File: config.mk
export PLATFORM = sky130hd
export DESIGN_NAME = pic_imr_mask
export DESIGN_NICKNAME = d
export VERILOG_FILES = /design/src/rtl/pic_pkg.sv /design/src/rtl/pic_imr_mask.sv
export SDC_FILE = /design/constraint.sdc
export NUM_CORES = 1
export LEC_CHECK = 0
export ABC_AREA = 1
export CORE_MARGIN = 3
export CORE_UTILIZATION = 39
export DETAILED_ROUTE_END_ITERATION = 8
export GPL_TIMING_DRIVEN = 0
export PLACE_DENSITY = 0.73
export SYNTH_ARGS = -nofsm -noshare
export SYNTH_HDL_FRONTEND = slang
export SYNTH_SLANG_ARGS = --single-unit
File: constraint.sdc
create_clock -name CLK -period 1.3 [get_ports CLK]
set_clock_uncertainty 0.2 [all_clocks]
set_input_delay 0.39 -clock CLK [delete_from_list [all_inputs] [get_ports CLK]]
set_output_delay 0.39 -clock CLK [all_outputs]
set_load 0.02 [all_outputs]
File: src/rtl/pic_pkg.sv
// Shared types and constants for the 8259-compatible PIC interrupt mask logic.
package pic_pkg;

  localparam int          PIC_WIDTH   = 8;
  localparam logic [7:0]  IMR_RST_VAL = 8'h00;

  typedef enum logic [2:0] {
    MASK_NOP     = 3'b000,
    MASK_INIT    = 3'b001,
    MASK_WRITE   = 3'b010,
    MASK_SET     = 3'b011,
    MASK_CLR     = 3'b100,
    MASK_TGL     = 3'b101,
    MASK_SMM_SET = 3'b110,
    MASK_SMM_CLR = 3'b111
  } mask_op_e;

endpackage

File: src/rtl/pic_imr_mask.sv
// Interrupt Mask Register with masked request vector for the 8259-compatible PIC.
// Optional special mask mode (ISR/SMM/INHIBIT) is enabled by `define PIC_SPECIAL_MASK_MODE_EN.
module pic_imr_mask
  import pic_pkg::*;
#(
  parameter int               WIDTH   = PIC_WIDTH,
  parameter logic [WIDTH-1:0] RST_VAL = WIDTH'(IMR_RST_VAL)
) (
  input  logic             CLK,
  input  logic             RST,
  input  logic [2:0]       MODE,
  input  logic [WIDTH-1:0] DATA,
  input  logic [WIDTH-1:0] IRR,
  output logic [WIDTH-1:0] IMR,
  output logic [WIDTH-1:0] MASKED_IRR,
  output logic             ANY_REQ
`ifdef PIC_SPECIAL_MASK_MODE_EN
  ,
  input  logic [WIDTH-1:0] ISR,
  output logic             SMM,
  output logic [WIDTH-1:0] INHIBIT
`endif
);

  mask_op_e         mode_op;
  logic [WIDTH-1:0] imr_d;
  logic [WIDTH-1:0] imr_q;

  assign mode_op = mask_op_e'(MODE);

`ifdef PIC_SPECIAL_MASK_MODE_EN
  logic smm_d;
  logic smm_q;

  // Next-state decode for the mask register and special mask mode flag.
  always_comb begin
    imr_d = imr_q;
    smm_d = smm_q;
    case (mode_op)
      MASK_NOP:     imr_d = imr_q;
      MASK_INIT: begin
        imr_d = RST_VAL;
        smm_d = 1'b0;
      end
      MASK_WRITE:   imr_d = DATA;
      MASK_SET:     imr_d = imr_q | DATA;
      MASK_CLR:     imr_d = imr_q & ~DATA;
      MASK_TGL:     imr_d = imr_q ^ DATA;
      MASK_SMM_SET: smm_d = 1'b1;
      MASK_SMM_CLR: smm_d = 1'b0;
      default: begin
        imr_d = imr_q;
        smm_d = smm_q;
      end
    endcase
  end

  // Mask register and SMM flag with synchronous reset.
  always_ff @(posedge CLK) begin
    if (RST) begin
      imr_q <= RST_VAL;
      smm_q <= 1'b0;
    end else begin
      imr_q <= imr_d;
      smm_q <= smm_d;
    end
  end

  // In special mask mode, masked in-service levels stop inhibiting lower priorities.
  assign SMM     = smm_q;
  assign INHIBIT = smm_q ? (ISR & ~imr_q) : ISR;
`else
  // Next-state decode for the mask register; the SMM codes are no-ops here.
  always_comb begin
    imr_d = imr_q;
    case (mode_op)
      MASK_NOP:     imr_d = imr_q;
      MASK_INIT:    imr_d = RST_VAL;
      MASK_WRITE:   imr_d = DATA;
      MASK_SET:     imr_d = imr_q | DATA;
      MASK_CLR:     imr_d = imr_q & ~DATA;
      MASK_TGL:     imr_d = imr_q ^ DATA;
      MASK_SMM_SET: imr_d = imr_q;
      MASK_SMM_CLR: imr_d = imr_q;
      default:      imr_d = imr_q;
    endcase
  end

  // Mask register with synchronous reset.
  always_ff @(posedge CLK) begin
    if (RST) begin
      imr_q <= RST_VAL;
    end else begin
      imr_q <= imr_d;
    end
  end
`endif

  assign IMR        = imr_q;
  assign MASKED_IRR = IRR & ~imr_q;
  assign ANY_REQ    = |MASKED_IRR;

endmodule

# == Word level (Yosys, flattened, before mapping) ==
# Index checks and enable logic that the tools add are counted.
# classes
add_sub_neg,0
multipliers,0
n_div,0
order_cmp,0
n_eq_ne,7
shift,0
n_mux,1
bitwise,6
n_reduce_logical,3
# ops
operator,count
$pmux W8 S5,1
$and A8 B8 Y8,2
$not A8 Y8,2
$eq A3 B3 Y1 const B,4
$or A8 B8 Y8,1
$reduce_or A8 Y1,1
$xor A8 B8 Y8,1
$eq A3 B2 Y1 const B,2
$eq A3 B1 Y1 const B,1
$logic_not A3 Y1,1
$reduce_or A3 Y1,1
# word_totals
reg_bits,8
latch_bits,0
ram_bits,0
rom_bits,0
input_bits,21
output_inout_bits,17
word_cells,18
mem_count,0

# == Logic depth before layout (Yosys ltp) ==
# Gate-level depths: netlist of run 1.
# depth
ltp_word,3
depth_mapped,7
ltp_nobuf,7

# == Worst setup path after synthesis of run 1 ==
# Ideal clock, no wire load.
# synth_timing
path_kind,reg-to-output
start,register imr_q[4] (netlist: IMR[4])
end,output port ANY_REQ
arrival_time_ns,1.036
required_time_ns,0.710
setup_slack_ns,-0.326
stages_incl_launch_ff,4
path_buffers,0
cell_sequence,dfxtp_1 nor2_1 nor3_1 nand2_1
# synth_between
elab_chain_cells,3
# synth_rtl
item,line_no,source
start: declaration,pic_imr_mask.sv:27,logic [WIDTH-1:0] imr_q;
start signal: assignment,pic_imr_mask.sv:94,imr_q <= imr_d;
$not A8 Y8,pic_imr_mask.sv:100,assign MASKED_IRR = IRR & ~imr_q;
$and A8 B8 Y8,pic_imr_mask.sv:100,
via MASKED_IRR[4],pic_imr_mask.sv:15,"output logic [WIDTH-1:0] MASKED_IRR,"
$reduce_or A8 Y1,pic_imr_mask.sv:101,assign ANY_REQ = |MASKED_IRR;
end: declaration,pic_imr_mask.sv:16,output logic ANY_REQ
# The timed path passes the listed nets, and every way through them passes these cells.

# == Worst setup path after layout of run 1 ==
# layout_timing
start,register imr_q[4] (netlist: IMR[4])
end,output port ANY_REQ
# layout_between
elab_chain_cells,3
# layout_rtl
item,line_no
$not A8 Y8,pic_imr_mask.sv:100
$and A8 B8 Y8,pic_imr_mask.sv:100
$reduce_or A8 Y1,pic_imr_mask.sv:101
# No other way between the ends.

==> impl_metrics.csv, run 1 <==
group,metric,value,unit
logic_synthesis,ys_seq_area_share,16.6,%
drt,wl,3970,µm
drt,viasPerCell,5.60,
critical_path,crit_chain,"nor2_4 -> nor3_2 -> nand2_2 -> buf_6",
power,finalPower,1070,µW
logic_synthesis,synth_area,962,µm²
logic_synthesis,ys_top_cells_by_area,"ha_1, dfxtp_1, nand4_1",
finish,fin_area,1820,µm²
sta,layout_setup_ws,-0.375,ns
sta,tightest_slew,0.360,ns
logic_synthesis,synthDistinctLibCells,15,
global_routing,grt_overflow_total,0,
place,hpwl,2270,µm
place,gp_congestion,0.828,
critical_path,cp_slowest_cell,"dfxtp_4",
power,worst_ir_drop_vdd,591,µV
logic_synthesis,synth-edff-count,0,
finish,syn_to_final_growth,89.1,%
clocking,cts.path.max_buffers,2,
power,swShare,40.2,%
sta,setup_viol,25,
floorplanning,die-area,3100,µm²
logic_synthesis,synth_top_cell_area_share,20.8,%
critical_path,cpLargestDelayFamily,"flip-flops",
clocking,clk_root_buffer_cell,"clkbuf_4",
power,switchingPower,430,µW
power,p_clk_share,18.7,%
sta,grt_setup_unrepaired,"true",
logic_synthesis,yosys.area.top_type,"ha_1",
floorplanning,die_width,55.7,µm
logic_synthesis,synthTopCellsByCount,"inv_1, nand2_1, nand4_1",
place,placed_cell_area,1460,µm²
global_routing,antenna_found_initial,0,
sta,slew_violations,0,
sta,hold_slack,0.287,ns
power,p_leak,0.000896,µW
sta,fin_crit,1.67,ns
critical_path,reg2reg_from,"IMR[0]",
global_routing,grt_pass1_wl,5520,µm
place,io_buffers,35,
clocking,tritoncts,"done",
finish,nNetsFinal,251,
logic_synthesis,syn_avg_cell_area,6.21,µm²
drt,first_pass_iters,4,
sta,slew_headroom,76.0,%
hold_path,holdPathStages,2,
critical_path,cp_max_fo,3,
critical_path,crit_buf_inv,1,
drt,drt_iter0_markers,41,
global_routing,grt_pass1_vias,1254,
floorplanning,core,2280,µm²
logic_synthesis,netlist_instances,155,
critical_path,worstPathArrival,1.08,ns
clocking,clk_latency,0.27,ns
power,intPower,639,µW
critical_path,cp-start-kind,"flop",
logic_synthesis,synth_nets,192,
floorplanning,die_h,55.7,µm
finish,antenna_cells,0,
clocking,cts_max_level,1,
critical_path,critical_path_class,"reg2out",
clocking,postCtsHoldBufs,0,
power,pwr-share-seq,26.9,%
critical_path,ff2ff_path_depth,8,
hold_path,hp-start,"RST",
finish,largest_register_ffs,8,
critical_path,reg2reg_to,"IMR[0]",
critical_path,crit_path_start,"IMR[4]",
power,p_comb_share,54.4,%
place,pre_cts_ws,-1.26,ns
critical_path,end_kind,"primary output",
critical_path,regToRegSetupSlack,-0.19,ns
logic_synthesis,async_reset_ff_share,0,%
clocking,path_clk_slew,0.06,ns
drt,drcViolationCount,0,
status,status,"complete, but fails checks",
sta,clock.fmax,0.597,GHz
hold_path,hp-class,"in2reg",
drt,wl_per_cell,16.5,µm
drt,vias,1344,
finish,layout-drive-gt1-share,52.8,%
power,power.density,588,nW/µm²
floorplanning,rows,17,
finish,fillCellCount,158,
run,drv_cap,0,
logic_synthesis,ys.flop_type,"dfxtp_1",
logic_synthesis,ys_warn_count,0,
critical_path,cp_num_cells,4,
status,failed_checks,"negative setup slack",
critical_path,cp.required,0.71,ns
clocking,cts_sinks,8,
floorplanning,start_util,42.3,%
sta,hold_violations,0,
drt,drtAntennaViolNets,0,
critical_path,endpoint,"ANY_REQ",
global_routing,grt_max_degree,11,
floorplanning,num_io_pins,38,
logic_synthesis,yosysMostFrequentCell,"inv_1",
logic_synthesis,ys_seq_elements,8,
global_routing,track_usage,21.9,%
critical_path,cp_slowest_stage_delay,0.37,ns
clocking,numCtsBuffers,3,
sta,finalCritPeriodShare,129,%
[what timing repair did]
action	in CTS	in global routing
gates resized for setup	177	30
pin swaps	22	19
endpoints found under the hold margin	0	0
setup buffers	10	11
setup endpoints to repair	25	25
[kinds of logic (layout without fill, tap and decap cells)]
family                     count (synthesis)  in the layout  synth area share (%)
AOI/OAI and AO/OA                         10             10                  5.46
adders and majority gates                 16             16                  20.8
buffers and inverters                     40             97                  16.4
DFF                                        8              8                  16.6
and+or+nand+nor                           81             81                  40.7
[power by group through the flow]
stage               clock, µW  combinational (µW)  sequential, µW
floorplan                   0                 205             311
global placement            0                 393             296
detailed placement          0                 408             297
CTS                       189                 482             288
global route              219                 625             289
finish                    200                 582             287
[worst register-to-register path: stages, from the launching register on]
cell and delay [ns]:
dfxtp_4 0.35, buf_6 0.12, buf_6 0.12, inv_4 0.05, ha_4 0.18, nand4_1 0.07
nand2_1 0.07, nor2_2 0.14, a21oi_1 0.07
[layout make-up]
class / count / area, µm² / share of cell area (%)
sequential: 8 / 190 / 10.5
multi-input combinational: 107 / 850 / 46.7
clock buffer: 3 / 22.5 / 1.24
timing repair buffer: 54 / 514 / 28.3
buffer: 5 / 41.3 / 2.27
tap: 28 / 35.0 / 1.93
inverter: 35 / 166 / 9.15
[routing by layer]
metal  up-vias  routed length (µm)  track usage (%)
li1        625                   -                -
met1       631                1450             25.1
met2        73                2100             37.8
met3        15                 319             6.73
met4         0                 105             7.64
met5         -                   0                0
[stage by stage]
stage                     cells  util [%]  setup TNS (ns)
final                       240      79.9           -3.97
after CTS                   231      72.3           -2.84
after global placement      218      63.9          -15.69
after detailed placement    218      63.9          -16.12
after floorplan             155         -         -0.0773
after global routing        240      79.9           -4.82
[layout by cell type, fill, tap and decap left out, types with 6 or more instances in the layout]
master         netlist  routed
ha_1                16       8
nand3_1              8       7
ha_4                 0       8
a21oi_1              8       8
inv_4                0       6
buf_4                1       7
dfxtp_4              0       8
buf_2                3       7
nor2_4               2      10
nand2_1             29      26
nand4_1             24      24
inv_2                3      13
buf_6                0      33
inv_1               32      14
dlygate4sd2_1        0       7
[how the worst min path moves through the flow]
stage,slack [ns],endpoint
after floorplan,0.35,IMR[2]
after global placement,0.34,IMR[4]
after detailed placement,0.34,IMR[1]
after CTS,0.29,IMR[0]
after global routing,0.31,IMR[3]
final,0.29,IMR[7]
(Power assumes the default switching activity.)
==> inputs of run 2 (changes only) <==
Settings changed: CAP_MARGIN from default to 5.
Clock period 1.3 ns to 1.5 ns, I/O delays scaled along.
==> run 2 against run 1 <==
The flow still finishes with violations (negative setup slack). Clock power decreased by 19%. Non-clock buffer count shrank 9. Design area decreased by 13%. Worst setup slack improved by 0.15 ns. Critical path depth unchanged. Hold slack improved by 0.048 ns. Final cell count is 3.8% lower. Via count fell by 9.0%. Flip-flop and latch count unchanged. Count of clock-buffer cells in the layout is the same. Die area stayed put. Critical path type unchanged.
==> impl_metrics.csv, run 2 (synthesized netlist as in run 1, its figures left out) <==
group,metric,value,unit
status,status,"complete, but fails checks",
status,failed_checks,"negative setup slack",
sta,hold_violations,0,
floorplanning,rows,17,
power,power.density,510,nW/µm²
floorplanning,core,2280,µm²
finish,layout-drive-gt1-share,44.3,%
sta,slew_violations,0,
global_routing,track_usage,19.5,%
critical_path,cp_max_fo,3,
hold_path,hp-class,"in2reg",
floorplanning,num_io_pins,38,
global_routing,grt_pass1_wl,5040,µm
finish,fin_area,1570,µm²
place,placed_cell_area,1430,µm²
sta,clock.fmax,0.581,GHz
finish,nNetsFinal,242,
sta,setup_viol,4,
finish,regArea,190,µm²
run,drv_cap,0,
drt,vias,1223,
place,hpwl,2170,µm
clocking,clk_latency,0.25,ns
drt,wl,3050,µm
critical_path,end_kind,"primary output",
drt,first_pass_iters,4,
power,worst_ir_drop_vdd,479,µV
finish,largest_register_ffs,8,
critical_path,ff2ff_path_depth,7,
sta,layout_setup_ws,-0.221,ns
clocking,path_clk_slew,0.05,ns
floorplanning,die_h,55.7,µm
clocking,cts_max_level,1,
critical_path,crit_path_start,"IMR[0]",
drt,drtAntennaViolNets,0,
global_routing,grt_overflow_total,0,
sta,slew_headroom,77.3,%
sta,finalCritPeriodShare,115,%
sta,fin_crit,1.72,ns
global_routing,grt_max_degree,11,
sta,tightest_slew,0.340,ns
clocking,clk_root_buffer_cell,"clkbuf_4",
hold_path,holdPathStages,2,
place,pre_cts_ws,-1.16,ns
finish,multiInputGateArea,766,µm²
drt,drt_iter0_markers,40,
clocking,numCtsBuffers,3,
finish,fillCellCount,192,
finish,antenna_cells,0,
floorplanning,die-area,3100,µm²
sta,grt_setup_unrepaired,"true",
clocking,cts.path.max_buffers,2,
drt,viasPerCell,5.29,
critical_path,worstPathArrival,1.07,ns
critical_path,critical_path_class,"reg2out",
clocking,tritoncts,"done",
place,io_buffers,35,
global_routing,antenna_found_initial,0,
power,p_leak,0.000823,µW
place,gp_congestion,0.802,
critical_path,reg2reg_from,"IMR[2]",
clocking,postCtsHoldBufs,0,
finish,layout_common_cells,"nand4_1, nand2_1, inv_1",
floorplanning,start_util,42.3,%
drt,wl_per_cell,13.2,µm
clocking,cts_sinks,8,
finish,syn_to_final_growth,63.6,%
hold_path,hp-start,"RST",
drt,drcViolationCount,0,
critical_path,cp.required,0.85,ns
global_routing,grt_pass1_vias,1119,
floorplanning,die_width,55.7,µm
critical_path,cp-start-kind,"flop",
-- run 2: cell count changes in the layout (fill, tap and decap cells not counted), sizes merged --
cell / before / now
buf: 48 / 40
clkbuf: 5 / 3
dlygate4sd2: 7 / 8
-- run 2: worst max-delay path, cell delays in order, from the launching register on --
cell and delay [ns]:
dfxtp_4 0.37, nor2_4 0.04, nor3_2 0.21, nand2_2 0.07
buf_6 0.13
-- run 2: layout make-up --
class,count,share of cell area (%)
Clock buffer,3,1.43
Inverter,35,9.78
Sequential cell,8,12.1
Multi-Input combinational cell,107,48.6
Buffer,5,2.46
Tap cell,28,2.23
Timing Repair Buffer,45,23.4
-- run 2: layer usage --
| metal | global-route usage (%) | vias up | share of wire, % |
|---|---|---|---|
| met4 | 1.39 | 0 | 0.20 |
| met3 | 5.34 | 2 | 7.6 |
| met2 | 35.5 | 47 | 52 |
| li1 | - | 612 | - |
| met1 | 23.5 | 562 | 40 |
| met5 | 0 | - | 0 |
-- run 2: what timing repair did --
item / in CTS / in global routing
endpoints found under the setup margin: 25 / 17
hold endpoints to repair: 0 / 0
gates resized for setup: 142 / 26
pin swaps: 22 / 9
setup buffers: 2 / 8
-- run 2: worst paths after layout --
kind | end | slack [ns]
max | ANY_REQ | -0.22
min | IMR[0] | 0.34
max reg2reg | IMR[2] | 0.05
min reg2reg | IMR[2] | 0.35
-- run 2: power by group --
group          internal [µW]  switching (µW)  leakage [µW]
combinational            173             218      0.000738
sequential               225            24.8     0.0000713
clock                   91.4            70.8     0.0000138
-- run 2: stage by stage --
step	cells	util (%)	hold WS (ns)	total power [µW]	setup TNS, ns
final	231	69.2	0.335	803	-0.265
after global routing	231	69.2	0.351	861	-0.578
after CTS	223	63.2	0.316	763	-0.433
after global placement	218	62.9	0.329	603	-12.96
after detailed placement	218	62.9	0.335	613	-13.35
after floorplan	155	-	0.358	453	-0.00142
